### config.mk
export PLATFORM = sky130hd
export DESIGN_NAME = pri_enc_arb
export DESIGN_NICKNAME = d
export VERILOG_FILES = /design/src/rtl/pri_enc_arb_pkg.sv /design/src/rtl/pri_enc_arb_core.sv /design/src/rtl/pri_enc_arb.sv
export SDC_FILE = /design/constraint.sdc
export NUM_CORES = 1
export LEC_CHECK = 0
export CORE_UTILIZATION = 35
export CTS_CLUSTER_SIZE = 25
export DETAILED_ROUTE_END_ITERATION = 7
export GPL_ROUTABILITY_DRIVEN = 0
export PLACE_DENSITY = 0.67
export REMOVE_ABC_BUFFERS = 1
export SLEW_MARGIN = 20
export SYNTH_ARGS = -nofsm -noshare
export SYNTH_HDL_FRONTEND = slang
export SYNTH_SLANG_ARGS = --single-unit
### constraint.sdc
create_clock -name clk -period 1.3 [get_ports clk]
set_clock_uncertainty 0.1 [all_clocks]
set_input_delay 0.26 -clock clk [delete_from_list [all_inputs] [get_ports clk]]
set_output_delay 0.26 -clock clk [all_outputs]
set_load 0.01 [all_outputs]
### src/rtl/pri_enc_arb_pkg.sv
// -----------------------------------------------------------------------------
// pri_enc_pkg
// Shared definitions for the pri_enc_arb block: the arbiter FSM state type and
// the upper bound on the number of request lines.
// No ports (package).
// -----------------------------------------------------------------------------
package pri_enc_pkg;

    // Largest request vector the arbiter is built for.
    localparam int PRI_ENC_MAX_N = 64;

    // IDLE samples requests every cycle; HOLD freezes the grant until accepted.
    typedef enum logic {
        ST_IDLE = 1'b0,
        ST_HOLD = 1'b1
    } state_t;

endpackage : pri_enc_pkg

### src/rtl/pri_enc_arb_core.sv
// -----------------------------------------------------------------------------
// pri_enc_core
// Combinational highest-set-bit finder over an N-bit vector.
// Ports:
//   vec_i  [N-1:0]  input vector to search
//   idx_o  [W-1:0]  index of the highest set bit (0 when none set)
//   any_o           at least one bit of vec_i is set
// -----------------------------------------------------------------------------
module pri_enc_core #(
    parameter  int N = 8,
    localparam int W = $clog2(N)
) (
    input  logic [N-1:0] vec_i,
    output logic [W-1:0] idx_o,
    output logic         any_o
);

    // NOTE: every output of a combinational block gets a default first, so no
    // path through the block leaves it unassigned and no latch is inferred.
    always_comb begin
        idx_o = '0;
        any_o = |vec_i;
        // Ascending scan: the last hit, i.e. the highest set bit, wins.
        for (int i = 0; i < N; i++) begin
            if (vec_i[i]) begin
                idx_o = W'(i);
            end
        end
    end

endmodule : pri_enc_core

### src/rtl/pri_enc_arb.sv
// -----------------------------------------------------------------------------
// pri_enc_arb
// Registered priority arbiter. In IDLE it samples req every cycle and, if any
// line is set, registers the winner and moves to HOLD. The grant stays frozen
// in HOLD (req ignored) until gnt_ready accepts it; the FSM then spends at
// least one cycle in IDLE before the next grant.
//
// Configuration macro: PRI_ENC_ARB_RR_EN
//   undefined : fixed priority, bit N-1 highest.
//   defined   : round-robin; a pointer takes the accepted index and the next
//               search starts at ptr-1 going downward, wrapping modulo N, with
//               ptr itself checked last.
//
// Ports:
//   clk                  rising-edge clock
//   rst                  synchronous active-high reset
//   req        [N-1:0]   request vector
//   gnt_ready            consumer accepts the grant when gnt_valid is high
//   gnt_valid            grant registers hold a winner
//   gnt_idx    [W-1:0]   winner index, 0 when !gnt_valid
//   gnt_onehot [N-1:0]   one-hot winner, 0 when !gnt_valid
//   none                 last IDLE sample saw no request
// -----------------------------------------------------------------------------
module pri_enc_arb
    import pri_enc_pkg::*;
#(
    parameter  int N = 8,
    localparam int W = $clog2(N)
) (
    input  logic         clk,
    input  logic         rst,
    input  logic [N-1:0] req,
    input  logic         gnt_ready,
    output logic         gnt_valid,
    output logic [W-1:0] gnt_idx,
    output logic [N-1:0] gnt_onehot,
    output logic         none
);

    if (N < 2 || N > PRI_ENC_MAX_N) begin : g_bad_n
        $error("pri_enc_arb: N must be in 2..%0d", PRI_ENC_MAX_N);
    end

    state_t       state_q;
    logic         gnt_valid_q;
    logic [W-1:0] gnt_idx_q;
    logic [N-1:0] gnt_onehot_q;
    logic         none_q;

    logic [N-1:0] srch_vec;
    logic [W-1:0] core_idx;
    logic         srch_any;
    logic [W-1:0] gnt_idx_d;
    logic [N-1:0] gnt_onehot_d;

`ifdef PRI_ENC_ARB_RR_EN
    localparam logic [W:0] N_EXT = (W+1)'(N);

    logic [W-1:0]   ptr_q;
    logic [2*N-1:0] req_dbl;
    logic [W:0]     idx_sum;

    // Rotating right by ptr maps search slot j to request (j+ptr) mod N, so the
    // top slot is request ptr-1 and slot 0 (lowest priority) is request ptr.
    // ptr < N always, so shifting the doubled vector gives the wrap for free.
    always_comb begin
        req_dbl  = {req, req} >> ptr_q;
        srch_vec = req_dbl[N-1:0];
    end

    // Undo the rotation; the sum is below 2N, so one conditional subtract is
    // an exact modulo N even when N is not a power of two.
    always_comb begin
        idx_sum = {1'b0, core_idx} + {1'b0, ptr_q};
        if (idx_sum >= N_EXT) begin
            idx_sum = idx_sum - N_EXT;
        end
        gnt_idx_d = idx_sum[W-1:0];
    end

    always_ff @(posedge clk) begin
        if (rst) begin
            ptr_q <= '0;
        end else if (gnt_valid_q && gnt_ready) begin
            ptr_q <= gnt_idx_q;
        end
    end
`else
    always_comb begin
        srch_vec  = req;
        gnt_idx_d = core_idx;
    end
`endif

    pri_enc_core #(
        .N (N)
    ) u_core (
        .vec_i (srch_vec),
        .idx_o (core_idx),
        .any_o (srch_any)
    );

    always_comb begin
        gnt_onehot_d = {{(N-1){1'b0}}, 1'b1} << gnt_idx_d;
    end

    // NOTE: state registers use non-blocking assignments so every register
    // updates from the values present before the edge, independent of order.
    always_ff @(posedge clk) begin
        if (rst) begin
            state_q      <= ST_IDLE;
            gnt_valid_q  <= 1'b0;
            gnt_idx_q    <= '0;
            gnt_onehot_q <= '0;
            none_q       <= 1'b1;
        end else begin
            case (state_q)
                ST_IDLE: begin
                    if (srch_any) begin
                        gnt_valid_q  <= 1'b1;
                        gnt_idx_q    <= gnt_idx_d;
                        gnt_onehot_q <= gnt_onehot_d;
                        none_q       <= 1'b0;
                        state_q      <= ST_HOLD;
                    end else begin
                        gnt_valid_q  <= 1'b0;
                        gnt_idx_q    <= '0;
                        gnt_onehot_q <= '0;
                        none_q       <= 1'b1;
                    end
                end
                ST_HOLD: begin
                    // none keeps its value: it reflects the last IDLE sample.
                    if (gnt_ready) begin
                        gnt_valid_q  <= 1'b0;
                        gnt_idx_q    <= '0;
                        gnt_onehot_q <= '0;
                        state_q      <= ST_IDLE;
                    end
                end
                default: begin
                    state_q <= ST_IDLE;
                end
            endcase
        end
    end

    assign gnt_valid  = gnt_valid_q;
    assign gnt_idx    = gnt_idx_q;
    assign gnt_onehot = gnt_onehot_q;
    assign none       = none_q;

endmodule : pri_enc_arb

# Yosys cells after proc, flatten, opt, wreduce, memory -nomap -nowiden
# Index checks and enable logic that the tools add are counted.
[op_classes]
n_eq_ne = 1
shifts = 1
muxes = 19
bitwise = 1
reduce_logical = 1
[op_table]
columns = ["operator", "n"]
rows = [
  ["two-way mux 3 bit", 6],
  ["two-way mux 8 bit", 2],
  ["case mux 8 bit (2 select lines)", 1],
  ["OR reduction 8 bit", 1],
  ["<< shifter 1 x 3 -> 8 bit (first input constant)", 1],
  ["case mux 3 bit (2 select lines)", 1],
  ["two-way mux 1 bit", 5],
  ["two-way mux 2 bit", 2],
  ["case mux 1 bit (2 select lines)", 2],
  ["!= test 2 bit (second input constant)", 1],
  ["NOT 1 bit", 1],
]
[word_totals]
register_bits = 14
input_bits = 11
output_inout_bits = 13

# Depth between registers and ports, before layout
# Gate-level depths: netlist of run 1.
[logic_depth]
word_depth = 10
depth_mapped = 5
mapped_depth_nobuf = 4

# By module
# Synthesis of run 1 repeated with hierarchy kept, for this count alone.
[unflattened]
cells_unflattened = 58
area_unflattened_um2 = 614.3
[by_module_without_submodules]
columns = ["module", "instances", "cells_per_inst", "area_per_inst_um2"]
rows = [
  ["pri_enc_arb", 1, 46, 548.0],
  ["pri_enc_core", 1, 12, 66.3],
]

# Worst setup path after synthesis of run 1
# No wires, ideal clock.
[synth_timing]
path_type = "input -> register"
startpoint = "in req[4]"
endpoint = "reg gnt_idx_q[0], in the netlist gnt_idx[0]"
t_arrival_ps = 944
path_slack_ps = 139
stages = 3
path_buffers = 0
cell_sequence = "nor4_4 nand3_2 a32o_1"
[synth_between]
elab_chain_len = 6
elab_cells_between_ends = 7
cone_classes = "mux: 6; reduce/logical: 1"
[synth_rtl]
columns = ["element", "line", "source"]
rows = [
  ["start, declared", "pri_enc_arb.sv:32", "input logic [N-1:0] req,"],
  ["two-way mux 3 bit (4 in a row)", "pri_enc_arb_core.sv:25", "if (vec_i[i]) begin"],
  ["two-way mux 3 bit *", "pri_enc_arb.sv:119", "if (srch_any) begin"],
  ["case mux 3 bit (2 select lines) *", "pri_enc_arb.sv:117", "case (state_q)"],
  ["end signal, assigned", "pri_enc_arb.sv:121", "gnt_idx_q <= gnt_idx_d;"],
  ["end, declared", "pri_enc_arb.sv:46", "logic [W-1:0] gnt_idx_q;"],
]
# Mark *: on every way between the ends. The rest lies on a longest branch, timed or not.
# A chain may end at the register's enable or synchronous reset.

# Worst setup path in the final report of run 1
[layout_timing]
startpoint = "in req[4]"
endpoint = "reg gnt_idx_q[2], in the netlist gnt_idx[2]"
# The elaborated chain is that of the path after synthesis.

==> qor.tcl, run 1 <==
set qor(outcome) {finished, violations left}
set qor(violations) {DRC}
set qor(cellPowerDensity_mw_per_mm2) 959
set qor(critical_path.n_buffers_inverters) 2
set qor(port_buffers) 23
set qor(max-vdd-ir-drop_v) 0.000579
set qor(fp.coreArea_mm2) 0.00158
set qor(grt_first_pass_wirelength_mm) 2.60
set qor(fp.dieArea_mm2) 0.00193
set qor(grt.overflow.total) 0
set qor(switching_share) 0.242
set qor(worstPathRequired_ns) 1.37
set qor(yosys.cell_count.top_type) {dfxtp_1}
set qor(min_period_ns) 1.26
set qor(path_cells) {dlygate4sd2_1, nor4_4, buf_4, nor2_1, a31oi_1, nor2_1}
set qor(cp_common_cell) {nor2_1}
set qor(place_ws_ns) -0.443
set qor(cts_inserted_buffers) 3
set qor(post_synthesis_sequential_element_count) 14
set qor(synth.distinct_cells) 26
set qor(crit_slowest_cell) {nor4_4}
set qor(via_per_inst) 5.38
set qor(worst-path-max-fanout) 4
set qor(area_growth_pct) 59.3
set qor(fin_crit_sh) 0.971
set qor(final_net_count) 117
set qor(antenna_cells_inserted) 0
set qor(clock_sink_count) 14
set qor(postLayoutCoreUtil) 0.621
set qor(crit_type) {in2reg}
set qor(critical_path.startpoint_type) {input port}
set qor(synth_area_leaders) {dfxtp_1, nor2_1, a31oi_1}
set qor(synth_edf_count) 0
set qor(net-switching-power_uw) 227
set qor(grt_start_max_net_pins) 10
set qor(achievable-frequency_mhz) 792
set qor(yosys_warnings) 0
set qor(hpwlAfterDp_mm) 1.19
set qor(pin_count) 24
set qor(route.antenna.remaining_nets) 0
set qor(timing.critical_path.slowest_cell_delay_ns) 0.39
set qor(maxSlewViolCount) 0
set qor(ys_async_sr_fraction) 0
set qor(synthesis.area_um2) 614
set qor(worst-endpoint-arrival_ns) 1.33
set qor(grt_setup_unrepaired) {no}
set qor(detailroute.wirelength.met3_um) 130
set qor(drt-total-wl_mm) 1.62
set qor(vias) 651
set qor(first_global_vias) 629
set qor(post_drt_wl_per_cell_um) 13.4
set qor(final.setup.worst_slack_ns) 0.0381
set qor(cts_tree) {done}
set qor(die_h_um) 43.9
set qor(leakagePower_uw) 0.000458
set qor(syn_area_per_cell_um2) 9.17
set qor(highest_metal_layer_with_signal_wires) {met4}
set qor(finalHoldViolCount) 0
set qor(power.share.clock) 0.321
set qor(synth_flop_cell) {dfxtp_1}
set qor(initialDrtViolationCount) 17
set qor(worstSetupEndpointType) {register}
set qor(critPathTopFamily) {simple AND/OR/NAND/NOR gates}
set qor(ys_seq_area_frac) 0.456
set qor(cap_violations) 0
set qor(antenna_found_initial) 0
set qor(die-width_um) 43.9
set qor(synth.top_cell.area_share) 0.456
set qor(wl_met1_um) 666
set qor(power_report.internal_total_uw) 711
set qor(share_of_final_layout_standard_cells_stronger_than_drive_strength_1) 0.248
set qor(clk_latency_ns) 0.27
set qor(ys_top_cells_by_count) {dfxtp_1, nor2_1, a31oi_1}
set qor(synthCells) 67
set qor(max_slew_margin) 0.775
set qor(route.met2.wl_um) 759
set qor(detailedRoute.firstPassIterationCount) 6
set qor(synth_area_leader_cell) {dfxtp_1}
set qor(comb_power_share) 0.189
set qor(cts.htree.levels) 1
set qor(cts.reportedPaths.clkPinSlew_ns) 0.08
set qor(holdCritPathClass) {reg2reg}
set qor(seqPwrFrac) 0.490
set qor(grt.total_usage) 0.189
set qor(remaining_drc_errors) 1
set qor(final-setup-viol-count) 0
set qor(num_rows) 14
set qor(tightest_slew_ns) 0.335
set qor(clk_root_buffer_cell) {clkbuf_4}
set qor(cts_max_path_buffers) 2
set qor(start_util) 0.390
## power groups by stage
stage / Combinational, uW / Clock, uW / Sequential, uW
global placement: 186 / 0 / 470
CTS: 176 / 317 / 460
global route: 191 / 340 / 463
detailed placement: 189 / 0 / 471
floorplan: 52.4 / 0 / 481
finish: 177 / 301 / 460
## layer usage
metal  vias up  track usage
met4         0        0.145
met1       284        0.199
met2        36        0.328
li1        323            -
met5         -            0
met3         8       0.0375
## what timing repair did
action / in CTS / in global routing
setup endpoints to repair: 25 / 4
setup buffers: 1 / 0
gates resized for setup: 20 / 3
pin swaps: 3 / 1
hold buffers: 0 / 0
cloned: 0 / 0
endpoints found under the hold margin: 0 / 0
## worst paths after layout
check           from             to  slack (ns)  depth (start not counted)
max           req[4]     gnt_idx[2]        0.04                          6
min             none           none        0.35                          1
max reg2reg  state_q  gnt_onehot[0]        0.12                          4
min reg2reg     none           none        0.35                          1
## stage by stage
stage	total power [uW]	area, um2	hold WS, ns	cells	TNS [ns]
after floorplan	534	599	0.229	64	0
after global placement	656	947	0.334	116	-4.82
after detailed placement	659	947	0.341	116	-4.96
after CTS	953	971	0.356	121	0
after global routing	994	978	0.371	121	0
final	938	978	0.350	121	0
## registers in the layout (all words and copies together) (netlist names)
signal	count
gnt_onehot	8
gnt_idx	3
gnt_valid	1
none	1
state_q	1
## kinds of logic after synthesis
| group | after synthesis | synth area share |
|---|---|---|
| and+or+nand+nor | 25 | 0.234 |
| DFF | 14 | 0.456 |
| buffers and inverters | 6 | 0.0428 |
| AOI/OAI and AO/OA | 22 | 0.267 |
## final cells by class
cell class	instances	area, um2
clock buffers	4	36.3
fillers	156	598
inverters	3	11.3
multi-input cells	47	315
flip-flops and latches	14	280
well taps	16	20.0
repair buffers	37	315
## cell usage in the layout (no fill, tap or decap), drive strengths merged
master and count:
a31oi 5, nand2 5, o31ai 3, nor4 1
a22o 2, nor4bb 1, a21o 1, nor2 13
nor4b 1, a32o 1, nor3b 1, nand3 2
o32a 1, o31a 1, clkdlybuf4s50 3, dlygate4sd2 18
nand2b 1, o22a 1, dlymetal6s2s 1, o21bai 1
inv 3, buf 14, o21ai 1, clkdlybuf4s15 1
o21ba 1, dfxtp 14, clkbuf 4, a21oi 4
Power figures use the tool's default switching activity.
==> run 2: changes to the inputs <==
Settings changed: CAP_MARGIN set to 10, PLACE_DENSITY 0.67 to 0.69.
Clock period 1.3 ns to 1.1 ns, I/O delays scaled along.
==> run 2 against run 1 <==
The flow now finishes without violations. Utilization fell by 0.32 points. Critical endpoint is now gnt_idx[0]. Sequential power rose by 19%. Register-to-register slack got worse by 0.11 ns. Die area did not move. Total power rose by 11%.
==> qor.tcl, run 2 (synthesis results as in run 1) <==
set qor(outcome) {completed}
set qor(grt_setup_unrepaired) {yes}
set qor(worst-path-max-fanout) 2 ;# -2
set qor(place_ws_ns) -0.638 ;# -0.195 ns
set qor(final_net_count) 120 ;# +2.6%
set qor(place_inst) 121 ;# +4.3%
set qor(area_growth_pct) 58.5
set qor(fp.coreArea_mm2) 0.00158 ;# unchanged
set qor(post_cts_setup_buffer_count) 0 ;# -1
set qor(num_rows) 14 ;# unchanged
set qor(footprint_of_the_multi_input_gates_um2) 345 ;# +9.5%
set qor(layout_common_cells) {buf_4, buf_2, dfxtp_2}
set qor(largest_register_ff_count) 8 ;# unchanged
set qor(grt.total_usage) 0.176 ;# -0.0137
set qor(hpwlAfterDp_mm) 1.23 ;# +3.0%
set qor(grt.overflow.total) 0 ;# unchanged
set qor(maxSlewViolCount) 0 ;# unchanged
set qor(first_global_vias) 615 ;# -2.2%
set qor(clock_sink_count) 14 ;# unchanged
set qor(max_slew_margin) 0.773 ;# -0.00205
set qor(cts.reportedPaths.clkPinSlew_ns) 0.08 ;# about the same
set qor(worstPathRequired_ns) 1.16 ;# -0.21 ns
set qor(placedInstanceArea_um2) 985 ;# +4.0%
set qor(drt-total-wl_mm) 1.59 ;# -1.9%
set qor(finalHoldViolCount) 0 ;# unchanged
set qor(cts_inserted_buffers) 3 ;# unchanged
set qor(finish.cell_count_without_fillers) 123 ;# +1.7%
set qor(detailedRoute.firstPassIterationCount) 6 ;# unchanged
set qor(clk_latency_ns) 0.27 ;# about the same
set qor(die-width_um) 43.9 ;# unchanged
set qor(hold_ws_ns) 0.158 ;# -0.192 ns
set qor(share_of_final_layout_standard_cells_stronger_than_drive_strength_1) 0.579 ;# +0.332
set qor(die_h_um) 43.9 ;# unchanged
set qor(worst-endpoint-arrival_ns) 1.15 ;# -0.18 ns
set qor(antenna_found_initial) 0 ;# unchanged
set qor(route.antenna.remaining_nets) 0 ;# unchanged
set qor(antenna_cells_inserted) 0 ;# unchanged
set qor(grt_start_max_net_pins) 9 ;# -1
set qor(remaining_drc_errors) 0 ;# -1
set qor(initialDrtViolationCount) 14 ;# -3
set qor(sequential_cell_area_um2) 297 ;# +5.8%
set qor(clk_root_buffer_cell) {clkbuf_4}
set qor(fin_crit_sh) 0.990
set qor(max-vdd-ir-drop_v) 0.000631 ;# +8.9%
set qor(via_per_inst) 5.48 ;# +1.8%
set qor(port_buffers) 23 ;# unchanged
set qor(final.setup.worst_slack_ns) 0.0106 ;# -0.0275 ns
set qor(cts_max_path_buffers) 2 ;# unchanged
set qor(fp.dieArea_mm2) 0.00193 ;# unchanged
set qor(min_period_ns) 1.09
set qor(layout_commonest_cell) {buf_4}
set qor(cellPowerDensity_mw_per_mm2) 1070 ;# +12%
set qor(cts.htree.levels) 1 ;# unchanged
set qor(leakagePower_uw) 0.000440 ;# -3.9%
set qor(postLayoutCoreUtil) 0.617 ;# -0.00318
set qor(vias) 674 ;# +3.5%
set qor(crit_type) {in2reg}
set qor(post_drt_wl_per_cell_um) 12.9 ;# -3.4%
set qor(num-fill-cells) 148 ;# -5.1%
set qor(achievable-frequency_mhz) 918
set qor(holdCritPathClass) {in2reg}
set qor(cap_violations) 0 ;# unchanged
set qor(start_util) 0.390 ;# unchanged
set qor(final-setup-viol-count) 0 ;# unchanged
set qor(cts_tree) {done}
set qor(worstSetupEndpointType) {register}
set qor(cts.hold.buffers_added) 0 ;# unchanged
set qor(grt_first_pass_wirelength_mm) 2.50 ;# -4.0%
set qor(pin_count) 24 ;# unchanged
set qor(critical_path.startpoint_type) {input port}
set qor(tightest_slew_ns) 0.338 ;# +0.00305 ns
set qor(finalInstanceArea_um2) 973 ;# -0.51%
## run 2: cell count changes in the layout (fill, tap and decap cells not counted), sizes merged
cell | previous run | this run
dlygate4sd2 | 18 | 5
buf | 14 | 33
clkdlybuf4s50 | 3 | 1
clkbuf | 4 | 3
dlymetal6s2s | 1 | 0
## run 2: through the flow
stage / power, uW / setup TNS (ns)
after floorplan: 631 / -0.637
after global placement: 787 / -7.58
after detailed placement: 792 / -8.17
after CTS: 1050 / 0
after global routing: 1090 / -0.145
final: 1040 / 0
## run 2: routing by layer
metal | vias to the layer above | GRT usage | routed length (um)
met5 | - | 0 | 0
met4 | 0 | 0.0727 | 21
met3 | 4 | 0.0250 | 79
met2 | 22 | 0.310 | 759
met1 | 323 | 0.212 | 729
li1 | 325 | - | -
## run 2: area by class of cell
type                       count  area share
clock buffer                   3      0.0231
multi-input combinational     47       0.355
tap                           16      0.0206
sequential                    14       0.305
timing repair buffer          40       0.285
inverter                       3      0.0116
## run 2: path summary, 6_finish.rpt
check,startpoint,slack [ns],cells past startpoint,endpoint
worst max-delay path,req[0],0.01,4,gnt_idx[0]
worst min-delay path,req[7],0.16,4,gnt_onehot[2]
worst max register to register,state_q,0.01,3,gnt_onehot[6]
worst min register to register,none,0.35,1,none
## run 2: power by group
| part | leakage (uW) | internal, uW | switching (uW) |
|---|---|---|---|
| clock network | 0.0000138 | 127 | 149 |
| logic | 0.000306 | 112 | 109 |
| registers | 0.000120 | 533 | 12.9 |
## run 2: repair_timing
action,in CTS,in global routing
gates resized for setup,94,3
setup endpoints to repair,26,9
pin swaps,7,4
## run 2: worst max-delay path, stage by stage
cell and delay, ns:
clkdlybuf4s50_1 0.44, nor2_2 0.13, nand3_2 0.10, a32o_1 0.27
==> run 3: changes to the inputs <==
Settings changed: SETUP_SLACK_MARGIN set to 0.05.
==> run 3 against run 2 <==
Total power increased by 3.9%. Worst hold slack gained 0.0056 ns. Flip-flop and latch count did not move. Critical path depth down 1. Clock-buffer cell count did not move.
==> qor.tcl, run 3 (synthesis results as in run 1) <==
set qor(max-vdd-ir-drop_v) 0.000649 ;# +2.9%
set qor(timing.critical_path.slowest_cell_delay_ns) 0.35 ;# -0.09 ns
set qor(clk_root_buffer_cell) {clkbuf_4}
set qor(layout_common_cells) {buf_4, buf_6, dfxtp_2}
set qor(fp.dieArea_mm2) 0.00193 ;# unchanged
set qor(footprint_of_the_multi_input_gates_um2) 365 ;# +5.8%
set qor(initialDrtViolationCount) 21 ;# +7
set qor(placedInstanceArea_um2) 985 ;# unchanged
set qor(die_h_um) 43.9 ;# unchanged
set qor(holdCritPathClass) {in2reg}
set qor(achievable-frequency_mhz) 915 ;# -0.31%
set qor(global_route.usage.met1) 0.212 ;# unchanged
set qor(met3_usage) 0.0333 ;# +0.00833
set qor(gr-max-usage-layer) {met2}
set qor(cts_inserted_buffers) 3 ;# unchanged
set qor(grt_first_pass_wirelength_mm) 2.60 ;# +4.2%
set qor(grt.total_usage) 0.183 ;# +0.00686
set qor(antenna_cells_inserted) 0 ;# unchanged
set qor(maxSlewViolCount) 0 ;# unchanged
set qor(outcome) {completed}
set qor(share_of_final_layout_standard_cells_stronger_than_drive_strength_1) 0.593 ;# +0.0132
set qor(finalInstanceArea_mm2) 0.00110 ;# +13%
set qor(num_rows) 14 ;# unchanged
set qor(remaining_drc_errors) 0 ;# unchanged
set qor(port_buffers) 23 ;# unchanged
set qor(first_global_vias) 633 ;# +2.9%
set qor(hpwlAfterDp_mm) 1.23 ;# unchanged
set qor(sequential_cell_area_um2) 298 ;# +0.42%
set qor(drt-total-wl_mm) 1.67 ;# +4.8%
set qor(final_net_count) 121 ;# +0.83%
set qor(post_drt_wl_per_cell_um) 13.4 ;# +4.0%
set qor(grt.overflow.total) 0 ;# unchanged
set qor(critical_path.n_buffers_inverters) 1 ;# unchanged
set qor(finalHoldViolCount) 0 ;# unchanged
set qor(place_ws_ns) -0.638 ;# unchanged
set qor(via_per_inst) 5.48 ;# about the same
set qor(fp.coreArea_mm2) 0.00158 ;# unchanged
set qor(area_growth_pct) 79.6
set qor(pin_count) 24 ;# unchanged
set qor(max_slew_margin) 0.766 ;# -0.00628
set qor(cellPowerDensity_mw_per_mm2) 981 ;# -8.4%
set qor(finish.cell_count_without_fillers) 124 ;# +0.81%
set qor(worst-endpoint-arrival_ns) 1.20 ;# +0.05 ns
set qor(worstSetupEndpointType) {register}
set qor(grt_setup_unrepaired) {yes}
set qor(critical_path.startpoint_type) {register}
set qor(cts.reportedPaths.clkPinSlew_ns) 0.08 ;# about the same
set qor(grt_util_met2) 0.328 ;# +0.0179
set qor(critPathTopFamily) {flip-flops}
set qor(route.antenna.remaining_nets) 0 ;# unchanged
set qor(crit_type) {reg2reg}
set qor(place_inst) 121 ;# unchanged
set qor(grt_start_max_net_pins) 9 ;# unchanged
set qor(num-fill-cells) 127 ;# -14%
set qor(final-setup-viol-count) 0 ;# unchanged
set qor(cap_violations) 0 ;# unchanged
set qor(min_period_ns) 1.09 ;# +0.00344 ns
set qor(tightest_slew_ns) 0.348 ;# +0.00935 ns
set qor(cts_max_path_buffers) 2 ;# unchanged
set qor(detailedRoute.firstPassIterationCount) 6 ;# unchanged
set qor(vias) 679 ;# +0.74%
set qor(worstPathRequired_ns) 1.21 ;# +0.05 ns
set qor(cts.htree.levels) 1 ;# unchanged
set qor(largest_register_ff_count) 8 ;# unchanged
set qor(cts_tree) {done}
set qor(crit_slowest_cell) {dfxtp_2}
set qor(die-width_um) 43.9 ;# unchanged
set qor(fin_crit_sh) 0.993 ;# +0.00313
set qor(final.setup.worst_slack_ns) 0.00719 ;# -0.00344 ns
set qor(layout_commonest_cell) {buf_4}
set qor(leakagePower_uw) 0.000477 ;# +8.5%
set qor(path_cells) {buf_4, o32a_1, nor2_1}
set qor(clk_latency_ns) 0.27 ;# about the same
set qor(start_util) 0.390 ;# unchanged
set qor(worst-path-max-fanout) 7 ;# +5
set qor(antenna_found_initial) 0 ;# unchanged
set qor(cts.hold.buffers_added) 0 ;# unchanged
set qor(clock_sink_count) 14 ;# unchanged
run 3: changes by cell type in the layout (fill, tap and decap cells not counted), sizes merged:
cell	before	now
dlygate4sd2	5	6
buf	33	34
clkdlybuf4s50	1	0
run 3: cell type report:
type / instances / share of cell area
timing repair buffer: 41 / 0.350
tap: 16 / 0.0181
clock buffer: 3 / 0.0204
multi-input combinational: 47 / 0.331
sequential: 14 / 0.270
inverter: 3 / 0.0102
run 3: repair_timing:
action                                  in CTS  in global routing
endpoints found under the setup margin      27                 27
resized for setup                          104                 16
pin swaps                                   11                  4
setup buffers                                1                  1
run 3: worst min-delay path: stages:
cell and delay [ns]:
buf_6 0.10, a21oi_4 0.04, o31ai_4 0.06, o31ai_2 0.07
run 3: report_power, final:
group / switching (uW) / leakage [uW] / internal, uW
logic: 116 / 0.000344 / 143
registers: 17.8 / 0.000120 / 534
clock network: 146 / 0.0000138 / 127
total: 280 / 0.000477 / 803
run 3: path summary, 6_finish.rpt:
path                              start            end  depth (start not counted)  slack [ns]
worst max-delay path            state_q  gnt_onehot[6]                          3       0.007
worst min-delay path             req[7]  gnt_onehot[2]                          4        0.16
worst max register to register  state_q  gnt_onehot[6]                          3       0.007
worst min register to register     none           none                          1        0.36
run 3: stage by stage:
stage	hold WS, ns	utilization	setup TNS (ns)	power, uW
5_1_grt	0.163	0.700	-0.0685	1130
3_3_place_gp	0.334	0.625	-7.58	787
4_1_cts	0.183	0.648	0	1070
2_1_floorplan	0.189	-	-0.637	631
6_report	0.164	0.700	0	1080
3_5_place_dp	0.352	0.625	-8.17	792
run 3: per-layer routing:
layer,vias up,share of wire
met3,2,0.055
li1,328,-
met2,22,0.51
met5,-,0
met4,0,0.0042
met1,327,0.43
